--- src/rtl/cdb_arbiter.sv ---
// cdb_arbiter
//   Shares the single common data bus between execution units. Each
//   requester pushes finished results into a private circular FIFO. A
//   round-robin scheduler pops at most one head entry per cycle and
//   registers it onto the CDB, which feeds the ROB, the reservation
//   stations and the LSB wakeup logic.
//
// Ports
//   clk_in         clock, rising edge
//   rst_in         asynchronous active-high reset
//   rdy_in         global enable; every register holds while low
//   flush_in       misprediction clear (synchronous, qualified by rdy_in)
//   req_valid      per-requester entry strobe
//   req_ready      per-requester FIFO not full (from state only)
//   req_result     packed payloads, requester i at [i*DATA_W +: DATA_W]
//   req_rob_index  packed destination rob indices, same packing
//   req_branch     per-requester branch-taken flag
//   req_newpc      packed resolved targets, same packing
//   cdb_*          registered broadcast (valid, result, rob index,
//                  branch, new pc, one-hot source grant)
//   busy           any FIFO holds an entry
module cdb_arbiter #(
   parameter int NREQ      = 3,
   parameter int DATA_W    = 32,
   parameter int ROB_IDX_W = 4,
   parameter int QDEPTH    = 2
) (
   input  logic                      clk_in,
   input  logic                      rst_in,
   input  logic                      rdy_in,
   input  logic                      flush_in,
   input  logic [NREQ-1:0]           req_valid,
   output logic [NREQ-1:0]           req_ready,
   input  logic [NREQ*DATA_W-1:0]    req_result,
   input  logic [NREQ*ROB_IDX_W-1:0] req_rob_index,
   input  logic [NREQ-1:0]           req_branch,
   input  logic [NREQ*DATA_W-1:0]    req_newpc,
   output logic                      cdb_valid,
   output logic [DATA_W-1:0]         cdb_result,
   output logic [ROB_IDX_W-1:0]      cdb_rob_index,
   output logic                      cdb_branch,
   output logic [DATA_W-1:0]         cdb_newpc,
   output logic [NREQ-1:0]           cdb_grant,
   output logic                      busy
);

   localparam int PTR_W = $clog2(QDEPTH);
   localparam int CNT_W = PTR_W + 1;
   localparam int RR_W  = $clog2(NREQ);

   typedef struct packed {
      logic [DATA_W-1:0]    result;
      logic [ROB_IDX_W-1:0] rob_index;
      logic                 branch;
      logic [DATA_W-1:0]    newpc;
   } entry_t;

   entry_t           fifo_mem [NREQ][QDEPTH];
   logic [PTR_W-1:0] wr_ptr   [NREQ];
   logic [PTR_W-1:0] rd_ptr   [NREQ];
   logic [CNT_W-1:0] count    [NREQ];
   logic [RR_W-1:0]  rr_ptr;

   logic [NREQ-1:0]  nonempty;
   logic [NREQ-1:0]  push;
   logic [NREQ-1:0]  pop;
   logic             fire;
   logic             win_found;
   logic [RR_W-1:0]  win_idx;
   entry_t           head;

   // (base + k) mod NREQ; both operands are below NREQ, so one subtract suffices.
   function automatic logic [RR_W-1:0] rr_add(input logic [RR_W-1:0] base, input int k);
      int s;
      s = int'(base) + k;
      if (s >= NREQ) s = s - NREQ;
      return RR_W'(s);
   endfunction

   assign fire = rdy_in && !flush_in;
   assign busy = |nonempty;

   always_comb begin
      for (int i = 0; i < NREQ; i++) begin
         nonempty[i]  = (count[i] != '0);
         // A full FIFO stays not-ready even when it is popped this cycle.
         req_ready[i] = (count[i] != CNT_W'(QDEPTH));
      end
   end

   // Candidates are taken from the pre-edge counts, so an entry pushed this
   // edge cannot be granted on the same edge.
   always_comb begin
      // NOTE: defaults first so no path leaves win_found/win_idx unassigned (no latch);
      // blocking assignments let later iterations see the found flag.
      win_found = 1'b0;
      win_idx   = '0;
      for (int k = 0; k < NREQ; k++) begin
         if (!win_found && nonempty[rr_add(rr_ptr, k)]) begin
            win_found = 1'b1;
            win_idx   = rr_add(rr_ptr, k);
         end
      end
   end

   assign head = fifo_mem[win_idx][rd_ptr[win_idx]];

   always_comb begin
      for (int i = 0; i < NREQ; i++) begin
         push[i] = fire && req_valid[i] && req_ready[i];
         pop[i]  = fire && win_found && (win_idx == RR_W'(i));
      end
   end

   // NOTE: FIFO storage carries no reset; count gates every read, so stale data is never seen.
   always_ff @(posedge clk_in) begin
      for (int i = 0; i < NREQ; i++) begin
         if (push[i]) begin
            fifo_mem[i][wr_ptr[i]] <= '{result:    req_result[i*DATA_W +: DATA_W],
                                        rob_index: req_rob_index[i*ROB_IDX_W +: ROB_IDX_W],
                                        branch:    req_branch[i],
                                        newpc:     req_newpc[i*DATA_W +: DATA_W]};
         end
      end
   end

   // Pointers and occupancy. Push and pop on the same FIFO leave count alone.
   always_ff @(posedge clk_in or posedge rst_in) begin
      if (rst_in) begin
         for (int i = 0; i < NREQ; i++) begin
            wr_ptr[i] <= '0;
            rd_ptr[i] <= '0;
            count[i]  <= '0;
         end
      end else if (rdy_in) begin
         for (int i = 0; i < NREQ; i++) begin
            if (flush_in) begin
               wr_ptr[i] <= '0;
               rd_ptr[i] <= '0;
               count[i]  <= '0;
            end else begin
               if (push[i]) wr_ptr[i] <= wr_ptr[i] + PTR_W'(1);
               if (pop[i])  rd_ptr[i] <= rd_ptr[i] + PTR_W'(1);
               case ({push[i], pop[i]})
                  2'b10:   count[i] <= count[i] + CNT_W'(1);
                  2'b01:   count[i] <= count[i] - CNT_W'(1);
                  default: count[i] <= count[i];
               endcase
            end
         end
      end
   end

   // Registered broadcast. With no candidate the payload and rr_ptr hold,
   // only the strobe and grant drop.
   always_ff @(posedge clk_in or posedge rst_in) begin
      if (rst_in) begin
         cdb_valid     <= 1'b0;
         cdb_result    <= '0;
         cdb_rob_index <= '0;
         cdb_branch    <= 1'b0;
         cdb_newpc     <= '0;
         cdb_grant     <= '0;
         rr_ptr        <= '0;
      end else if (rdy_in) begin
         if (flush_in) begin
            cdb_valid <= 1'b0;
            cdb_grant <= '0;
            rr_ptr    <= '0;
         end else if (win_found) begin
            cdb_valid     <= 1'b1;
            cdb_result    <= head.result;
            cdb_rob_index <= head.rob_index;
            cdb_branch    <= head.branch;
            cdb_newpc     <= head.newpc;
            cdb_grant     <= NREQ'(1) << win_idx;
            rr_ptr        <= rr_add(win_idx, 1);
         end else begin
            cdb_valid <= 1'b0;
            cdb_grant <= '0;
         end
      end
   end

endmodule
--- config.mk ---
export PLATFORM = sky130hd
export DESIGN_NAME = cdb_arbiter
export DESIGN_NICKNAME = d
export VERILOG_FILES = /design/src/rtl/cdb_arbiter.sv
export SDC_FILE = /design/constraint.sdc
export NUM_CORES = 1
export LEC_CHECK = 0
export ABC_CLOCK_PERIOD_IN_PS = 4300
export BUFFER_PORTS_ARGS = -buffer_cell sky130_fd_sc_hd__buf_2
export CAP_MARGIN = 0
export CORE_ASPECT_RATIO = 2
export CORE_MARGIN = 1.5
export CORE_UTILIZATION = 35
export DETAILED_ROUTE_END_ITERATION = 7
export PLACE_DENSITY = 0.58
export SLEW_MARGIN = 25
export SYNTH_ARGS = -nofsm -noshare
export SYNTH_HDL_FRONTEND = slang
export SYNTH_SLANG_ARGS = --single-unit
--- constraint.sdc ---
create_clock -name clk_in -period 4.3 [get_ports clk_in]
set_input_delay 0.645 -clock clk_in [delete_from_list [all_inputs] [get_ports clk_in]]
set_output_delay 0.645 -clock clk_in [all_outputs]
set_load 0.05 [all_outputs]
; ---- After elaboration in Yosys (flattened, before gate mapping)
; Memories as Yosys holds them, arrays and structs flattened.
; Cells that the tools add are included.
[totals]
memories = 1
in_bits = 214
output_inout_bits = 77
romBits = 0
regBits = 87
latch_bits = 0
ram_bits = 414
[memory_table]
columns = name, words, width, read_ports, rd_clocked_by_memory_dff, write_ports, line_no
row1 = fifo_mem, 3, 138, 1, 0, 3, 58  ; entry_t fifo_mem [NREQ][QDEPTH];
[classes]
mul = 0
n_addsub = 19
n_bitwise = 6
div = 0
eq_ne = 11
magnitude_cmp = 15
n_reduce_logical = 45
n_mux = 58
shifts = 1
[op_table]
columns = cell, count
row1 = $mux 138, 3
row2 = $mux 69, 6
row3 = $demux 69 s1, 3
row4 = $mux 1, 25
row5 = $mux 2, 12
row6 = $reduce_and 2->1, 10
row7 = $reduce_bool 2->1, 10
row8 = $logic_and 1x1->1, 16
row9 = $pmux 2 s2, 3
row10 = $ge 2x2->1 const B, 5
row11 = $ge 3x2->1 const B, 3
row12 = $lt 2x3->1 const B, 3
row13 = $reduce_bool 3->1, 3
row14 = $bmux 1 s2, 4
row15 = $eq 2x1->1 const B, 4
row16 = $eq 2x2->1 const B, 4
row17 = $not 1->2, 4
row18 = $sub 2x2->2 const B, 4
row19 = $add 1x1->1 const B, 6
row20 = $add 2x1->2 const B, 3
row21 = $add 2x1->3 const B, 2
row22 = $lt 2x1->1 const B, 3
row23 = $mux 3, 2
row24 = $ne 2x2->1 const B, 3
row25 = other kinds (10), 14

; ---- Logic depth before layout (Yosys ltp)
; Gate-level depths: netlist of the first run.
[depth]
ltp_word = 19
depth_mapped = 12
mapped_depth_nobuf = 8

; ---- Worst setup path before layout of the first run
; Ideal clock, no wire load.
[synth_path]
kind = reg-to-reg
start = register count[0] (netlist bit)
end = memory fifo_mem[2][0] (netlist bit), enable pin
t_required_ps = 3803
path_stages_with_launch = 5
slack_ps = -306
n_path_buf = 1
setup_ps = 497
t_arrival_ps = 4109
path_cell_list = dfrtp_1 -> buf_2 -> nand2b_1 -> nand3_1 -> nor2_1
[synth_lines]
columns = item, line_no
row1 = start: declaration, 61  ; logic [CNT_W-1:0] count [NREQ];
row2 = start signal: indexed assignment, 145  ; 2'b10: count[i] <= count[i] + CNT_W'(1);
row3 = start signal: indexed assignment, 146  ; 2'b01: count[i] <= count[i] - CNT_W'(1);
row4 = start signal: indexed assignment, 147  ; default: count[i] <= count[i];
row5 = end: declaration, 58

; ---- Final worst setup path of the first run
[layout_path]
start = register rr_ptr[0]
end = register cdb_newpc[7]
[layout_between]
elab_chain_len = 19
word_cells_on_any_way = 37
classes_between = 5 x add/sub / 3 x order compare / 21 x mux / 2 x bitwise / 5 x reduce/logical / 1 x memory
[layout_lines]
columns = item, line_no
row1 = start: declaration, 62  ; logic [RR_W-1:0] rr_ptr;
row2 = start signal: assignment, 177  ; rr_ptr <= rr_add(win_idx, 1);
row3 = branches (longest 19 deep; another with $add 2x1->3), -
row4 = end signal: assignment, 175  ; cdb_newpc <= head.newpc;
row5 = end: declaration, 42  ; output logic [DATA_W-1:0] cdb_newpc,
; Several ways; the timed one is not identified. The select of a mux whose other input is x is not followed.
; A chain may end at the register's enable or synchronous reset.

==> results.py, run 1 <==
metrics = {
    "logic_synthesis": {
        "yosys_most_used_dff": "edfxtp_1",
        "yosys.area.top_type_share": 0.6249,
        "syn_avg_cell_area_um2": 16.44,
        "synthTopCellsByArea": "edfxtp_1, dfrtp_1, mux2_2, mux2i_1, a311oi_1",
        "netlist_area_mm2": 0.01989,
        "seq_area_frac_synth": 0.7343,
        "synth-async-reset-ratio": 0.1737,
        "synth-edff-count": 414,
        "synthTopCellsByCount": "edfxtp_1, mux2_2, dfrtp_1, nor2_1, mux2i_1",
        "synth_fp_nets": 1427,
        "yosysWarningCount": 0,
        "syn_inst": 1210,
        "ys_types": 55,
        "ys_ff_latch": 501,
        "synth.largest_area_cell": "edfxtp_1",
        "yosysMostFrequentCell": "edfxtp_1",
    },
    "final_layout": {
        "stdcell_count": 2278,
        "final_layout_size_suffix_gt1_frac": 0.3546,
        "layout.nets": 1699,
        "seq_area_mm2": 0.01461,
        "multi_input_area_mm2": 0.004977,
        "fill_cells": 5108,
        "stdcell_area_mm2": 0.02388,
        "synthToLayoutAreaGrowth_pct": 20.04,
    },
    "placed_design": {
        "dp_slack_ns": 1.081,
        "place.gp.congestion": 0.8118,
        "dp_cells": 2184,
        "io_buffers": 290,
        "dpl-instance-area_mm2": 0.02229,
        "hpwl_um": 33840,
    },
    "die": {
        "die_w_um": 171.6,
        "dieArea_mm2": 0.05837,
        "start_util": 0.3542,
        "io_pins": 291,
        "fp.dieH_um": 340.2,
        "coreArea_mm2": 0.05617,
        "rows": 123,
    },
    "cts": {
        "post_cts_resized": 0,
        "cts_hold_buffers": 0,
        "h-tree-depth": 2,
        "cts.sink_count": 501,
        "worstSkewPairLatency_ns": 0.57,
        "cts_tree": "done",
        "postCtsSetupRepairBufs": 0,
        "cts_inserted_buffers": 46,
        "cts.path.max_buffers": 3,
        "clockRootBuffer": "clkbuf_16",
        "path_clk_slew_ns": 0.07,
    },
    "detailed_routing": {
        "routed_wl_um": 55280,
        "avgViaCountPerCell": 5.254,
        "dr.pass1.iters": 5,
        "via_count": 11970,
        "drc_errors": 0,
        "drt_iter0_markers": 790,
        "postRouteAntennaNets": 0,
        "wl_per_cell_um": 24.27,
    },
    "run": {
        "maxCapViolCount": 0,
    },
    "setup_path": {
        "start_kind": "flip-flop",
        "required_ns": 4.70,
        "cp.arrival_ns": 3.66,
        "worstSetupPathType": "flip-flop to flip-flop",
        "cp-end-kind": "flip-flop",
        "crit_fanout": 47,
    },
    "grt": {
        "grt_first_pass_wirelength_um": 80980,
        "track_usage": 0.1915,
        "grt_pass1_vias": 12830,
        "grt-ovfl-total": 0,
        "grt_start_max_net_pins": 122,
        "antenna_found_initial": 15,
    },
    "sta": {
        "setup_tns_ns": 0,
        "worst_slack_ns": 1.040,
        "max_slew_margin": 0.2928,
        "drv_slew": 0,
        "period_minus_slack_ns": 3.260,
        "post-route-period-util": 0.7581,
        "setup_viol": 0,
        "fmax_mhz": 306.8,
        "rsz0062_at_grt": "false",
        "worstMarginPinSlew_ns": 1.061,
        "hold_viol": 0,
        "skew_ns": 0.01087,
    },
    "pwr": {
        "powerDensity_mw_per_mm2": 703.3,
        "p_leak_uw": 0.008743,
        "peakVddDrop_v": 0.0006696,
    },
    "min_path": {
        "hold_path.class": "input pin to async pin",
    },
    "run_status": {
        "outcome": "finished clean",
    },
}
[critical path, stage by stage, from the launching register on]
cell	delay, ns
dfrtp_1	0.40
inv_1	0.09
ha_1	0.48
nand3_1	0.21
o2111ai_4	0.22
buf_4	0.51
buf_4	0.60
nor3b_1	0.14
a311oi_1	0.27
o22ai_1	0.11
[final timing paths]
kind | start | to | slack, ns | cells past startpoint
max in group asynchronous | rst_in | cdb_result[15] | 3.15 | 3
min in group clk_in | req_result[44] | fifo_mem[1][49] | 0.26 | 1
worst max-delay path | rr_ptr[0] | cdb_newpc[7] | 1.04 | 9
worst max register to register | rr_ptr[0] | cdb_newpc[7] | 1.04 | 9
worst min register to register | cdb_grant[0] | cdb_grant[0] | 0.48 | 1
worst min-delay path | rst_in | cdb_result[11] | 0.23 | 2
[final cells by class]
cell class / count / area share
diodes: 8 / 0.0008383
clock buffers: 62 / 0.05548
clock inverters: 24 / 0.01016
inverters: 11 / 0.001834
multi-input cells: 611 / 0.2084
flip-flops and latches: 501 / 0.6119
well taps: 750 / 0.03929
repair buffers: 311 / 0.07209
[placed cells by master (no fill, tap or decap), drive strengths merged, types with 2 or more instances in the layout]
cell type / synthesis / final
a211o: 5 / 5
a21o: 5 / 5
a21oi: 8 / 8
a311oi: 68 / 68
a31o: 3 / 3
a31oi: 2 / 2
and2: 2 / 2
and3: 2 / 2
and4b: 2 / 2
buf: 28 / 311
bufinv: 0 / 4
clkbuf: 59 / 62
clkinv: 0 / 16
clkinvlp: 0 / 2
dfrtp: 87 / 87
diode: 0 / 8
edfxtp: 414 / 414
ha: 3 / 3
inv: 11 / 13
mux2: 137 / 137
mux2i: 73 / 73
nand2: 16 / 16
nand2b: 4 / 4
nand3: 6 / 6
nand4: 2 / 2
nand4b: 2 / 2
nor2: 86 / 86
nor2b: 3 / 3
nor3: 2 / 2
nor3b: 68 / 68
o211ai: 4 / 4
o21a: 2 / 2
o21ai: 8 / 8
o221ai: 4 / 4
o22ai: 70 / 70
or2: 2 / 2
or3: 2 / 2
or3b: 2 / 2
xnor2: 4 / 4
[where the power goes]
group          internal [µW]  leakage (µW)  switching, µW
combinational           2140       0.00322           4110
sequential              5890       0.00475            441
clock                   2420      0.000769           1800
total                  10400       0.00874           6350
[layer usage]
layer  wire length, µm  track usage  vias to the layer above  share of wire
met5                85            0                        -         0.0015
met2             29170       0.3424                      414           0.53
met3              3173      0.03593                      116          0.057
li1                  -            -                     5326              -
met4              2209      0.08480                       12          0.040
met1             20650       0.2190                     6101           0.37
[sequential cells by signal, summed over array words and instances (netlist names)]
name,flops
cdb_newpc,32
cdb_rob_index,4
rr_ptr,2
cdb_valid,1
cdb_result,32
cdb_grant,3
fifo_mem,414
count,6
wr_ptr,3
rd_ptr,3
cdb_branch,1
[metrics by stage]
stage	power (µW)	util	hold slack (ns)
after global placement	12640	0.3969	0.4947
final	16800	0.4251	0.2261
after floorplan	10880	-	0.4844
after CTS	16980	0.4248	0.2289
after global routing	17550	0.4250	0.2326
after detailed placement	12730	0.3969	0.4782
[kinds of logic after synthesis]
logic type / after synthesis / share of synthesized area
buf+inv: 98 / 0.02013
flops: 501 / 0.7343
mux: 210 / 0.1143
compound gates: 188 / 0.07025
fa+ha+maj: 3 / 0.001887
simple gates: 205 / 0.05692
xor+xnor: 5 / 0.002201
No activity file was read; power rests on OpenSTA's default activity.
==> inputs of run 2 (changes only) <==
--- a/config.mk
+++ b/config.mk
@@ -5,14 +5,14 @@
 export SDC_FILE = /design/constraint.sdc
 export NUM_CORES = 1
 export LEC_CHECK = 0
-export ABC_CLOCK_PERIOD_IN_PS = 4300
+export ABC_CLOCK_PERIOD_IN_PS = 3300
 export BUFFER_PORTS_ARGS = -buffer_cell sky130_fd_sc_hd__buf_2
 export CAP_MARGIN = 0
 export CORE_ASPECT_RATIO = 2
 export CORE_MARGIN = 1.5
 export CORE_UTILIZATION = 35
 export DETAILED_ROUTE_END_ITERATION = 7
-export PLACE_DENSITY = 0.58
+export PLACE_DENSITY = 0.56
 export SLEW_MARGIN = 25
 export SYNTH_ARGS = -nofsm -noshare
 export SYNTH_HDL_FRONTEND = slang
==> constraint.sdc (replaced) <==
create_clock -name clk_in -period 3.3 [get_ports clk_in]
set_input_delay 0.495 -clock clk_in [delete_from_list [all_inputs] [get_ports clk_in]]
set_output_delay 0.495 -clock clk_in [all_outputs]
set_load 0.05 [all_outputs]
==> results.py, run 2 (synthesized netlist as in run 1, its figures left out) <==
metrics = {
    "setup_path": {
        "crit_fanout": 80,
        "critPathSlowestCell": "buf_12",
        "cp-end-kind": "flip-flop",
        "cpPeakStageDelay_ns": 0.45,
        "crit_path_cell_trace": "inv_1 -> ha_1 -> nor2_1 -> a21oi_1 -> o21ai_4 -> buf_12 -> mux2_2 -> a311oi_1 -> o22ai_1",
        "required_ns": 3.75,
        "r2r_slack_ns": 0.30,
        "worstSetupPathType": "flip-flop to flip-flop",
        "start_kind": "flip-flop",
        "cp.arrival_ns": 3.45,
    },
    "detailed_routing": {
        "wl_met2_um": 29940,
        "wl_met1_um": 21800,
        "avgViaCountPerCell": 5.265,
        "via_count": 12110,
        "wl_per_cell_um": 24.82,
        "drt_iter0_markers": 694,
        "met3_length_um": 3152,
        "postRouteAntennaNets": 0,
        "dr.pass1.iters": 5,
        "routed.top_layer": "met5",
        "routed_wl_um": 57080,
        "drc_errors": 0,
    },
    "die": {
        "io_pins": 291,
        "fp.dieH_um": 340.2,
        "start_util": 0.3542,
        "dieArea_mm2": 0.05837,
        "die_w_um": 171.6,
        "rows": 123,
        "coreArea_mm2": 0.05617,
    },
    "pwr": {
        "peakVddDrop_v": 0.0006276,
        "p_leak_uw": 0.008798,
        "fin_total_pwr_uw": 21630,
        "powerDensity_mw_per_mm2": 901.9,
    },
    "final_layout": {
        "final_cell_mix": "edfxtp_1, buf_2, mux2_2",
        "layout.nets": 1719,
        "layout_commonest_cell": "edfxtp_1",
        "utilization": 0.4268,
        "synthToLayoutAreaGrowth_pct": 20.52,
        "largest_register_ffs": 414,
        "stdcell_area_mm2": 0.02398,
        "final_layout_size_suffix_gt1_frac": 0.3563,
    },
    "cts": {
        "cts_inserted_buffers": 46,
        "path_clk_slew_ns": 0.06,
        "cts_tree": "done",
        "cts.path.max_buffers": 3,
        "clockRootBuffer": "clkbuf_16",
        "post_cts_resized": 0,
        "postCtsSetupRepairBufs": 0,
        "worstSkewPairLatency_ns": 0.57,
        "h-tree-depth": 2,
        "cts.sink_count": 501,
        "cts_hold_buffers": 0,
    },
    "placed_design": {
        "hpwl_um": 34010,
        "place.gp.congestion": 0.7541,
        "dpl-instance-area_mm2": 0.02252,
        "io_buffers": 290,
    },
    "grt": {
        "track_usage": 0.1961,
        "antenna_found_initial": 21,
        "grt_pass1_vias": 13210,
        "grt_first_pass_wirelength_um": 82930,
        "grt_start_max_net_pins": 106,
        "grt-ovfl-total": 0,
    },
    "sta": {
        "worstMarginPinSlew_ns": 0.8562,
        "skew_ns": 0.01363,
        "hold-worst-slack_ns": 0.08091,
        "hold_viol": 0,
        "drv_slew": 0,
        "period_minus_slack_ns": 3.002,
        "setup_viol": 0,
        "fmax_mhz": 333.1,
        "rsz0062_at_grt": "false",
        "max_slew_margin": 0.4292,
        "post-route-period-util": 0.9096,
    },
    "run_status": {
        "outcome": "finished clean",
    },
    "min_path": {
        "hold_path.class": "input pin to async pin",
    },
    "run": {
        "maxCapViolCount": 0,
    },
}
-- run 2: cell count changes in the layout (fill, tap and decap cells not counted), moves of 2 or more --
| cell | before | now |
|---|---|---|
| diode_2 | 8 | 12 |
| clkinv_1 | 4 | 8 |
| clkinv_4 | 4 | 2 |
| inv_6 | 2 | 0 |
| buf_4 | 12 | 26 |
| buf_12 | 9 | 15 |
| clkbuf_8 | 5 | 2 |
| bufinv_16 | 4 | 1 |
| clkbuf_1 | 8 | 13 |
-- run 2: metrics by stage --
| step | TNS, ns | cells | setup slack, ns |
|---|---|---|---|
| 6_report | 0 | 2300 | 0.2983 |
| 5_1_grt | 0 | 2298 | 0.1075 |
| 4_1_cts | 0 | 2288 | 0.3266 |
| 3_5_place_dp | 0 | 2204 | 0.3326 |
| 3_3_place_gp | 0 | 2204 | 0.4152 |
| 2_1_floorplan | -26.93 | 1210 | -0.1952 |
-- run 2: layer usage --
layer | vias up | GRT usage
li1 | 5365 | -
met1 | 6232 | 0.2237
met2 | 384 | 0.3543
met3 | 115 | 0.03663
met4 | 14 | 0.08041
met5 | - | 0
-- run 2: final cells by class --
| class | instances | area (µm²) |
|---|---|---|
| Antenna cell | 12 | 30.03 |
| Clock buffer | 64 | 1303 |
| Clock inverter | 20 | 125.1 |
| Fill cell | 5100 | 32200 |
| Inverter | 11 | 43.79 |
| Multi-Input combinational cell | 611 | 4977 |
| Sequential cell | 501 | 14610 |
| Tap cell | 750 | 938.4 |
| Timing Repair Buffer | 331 | 1947 |
-- run 2: path summary, 6_finish.rpt --
kind,start,endpoint,cells past startpoint
min in group clk_in,req_result[88],fifo_mem[2][61],1
hold reg to reg,cdb_grant[1],cdb_grant[1],1
hold / removal,rst_in,cdb_newpc[0],2
setup reg to reg,rr_ptr[0],cdb_result[17],9
setup / recovery,rr_ptr[0],cdb_result[17],9
max in group asynchronous,rst_in,cdb_valid,3
-- run 2: power breakdown --
group,internal [µW],switching (µW),leakage (µW),total (µW)
logic,2890,5410,0.00335,8300
clock network,2830,2310,0.000700,5140
registers,7670,510,0.00475,8180
-- run 2: critical path: cells and delay by family, from the launching register on --
family | cells | cell delay (ns)
buffers and inverters | 2 | 0.52
AND/OR/NAND/NOR | 1 | 0.21
AO/OA/AOI/OAI | 4 | 0.84
flip-flops | 1 | 0.37
adder cells (fa/ha/maj) | 1 | 0.44
multiplexers | 1 | 0.40
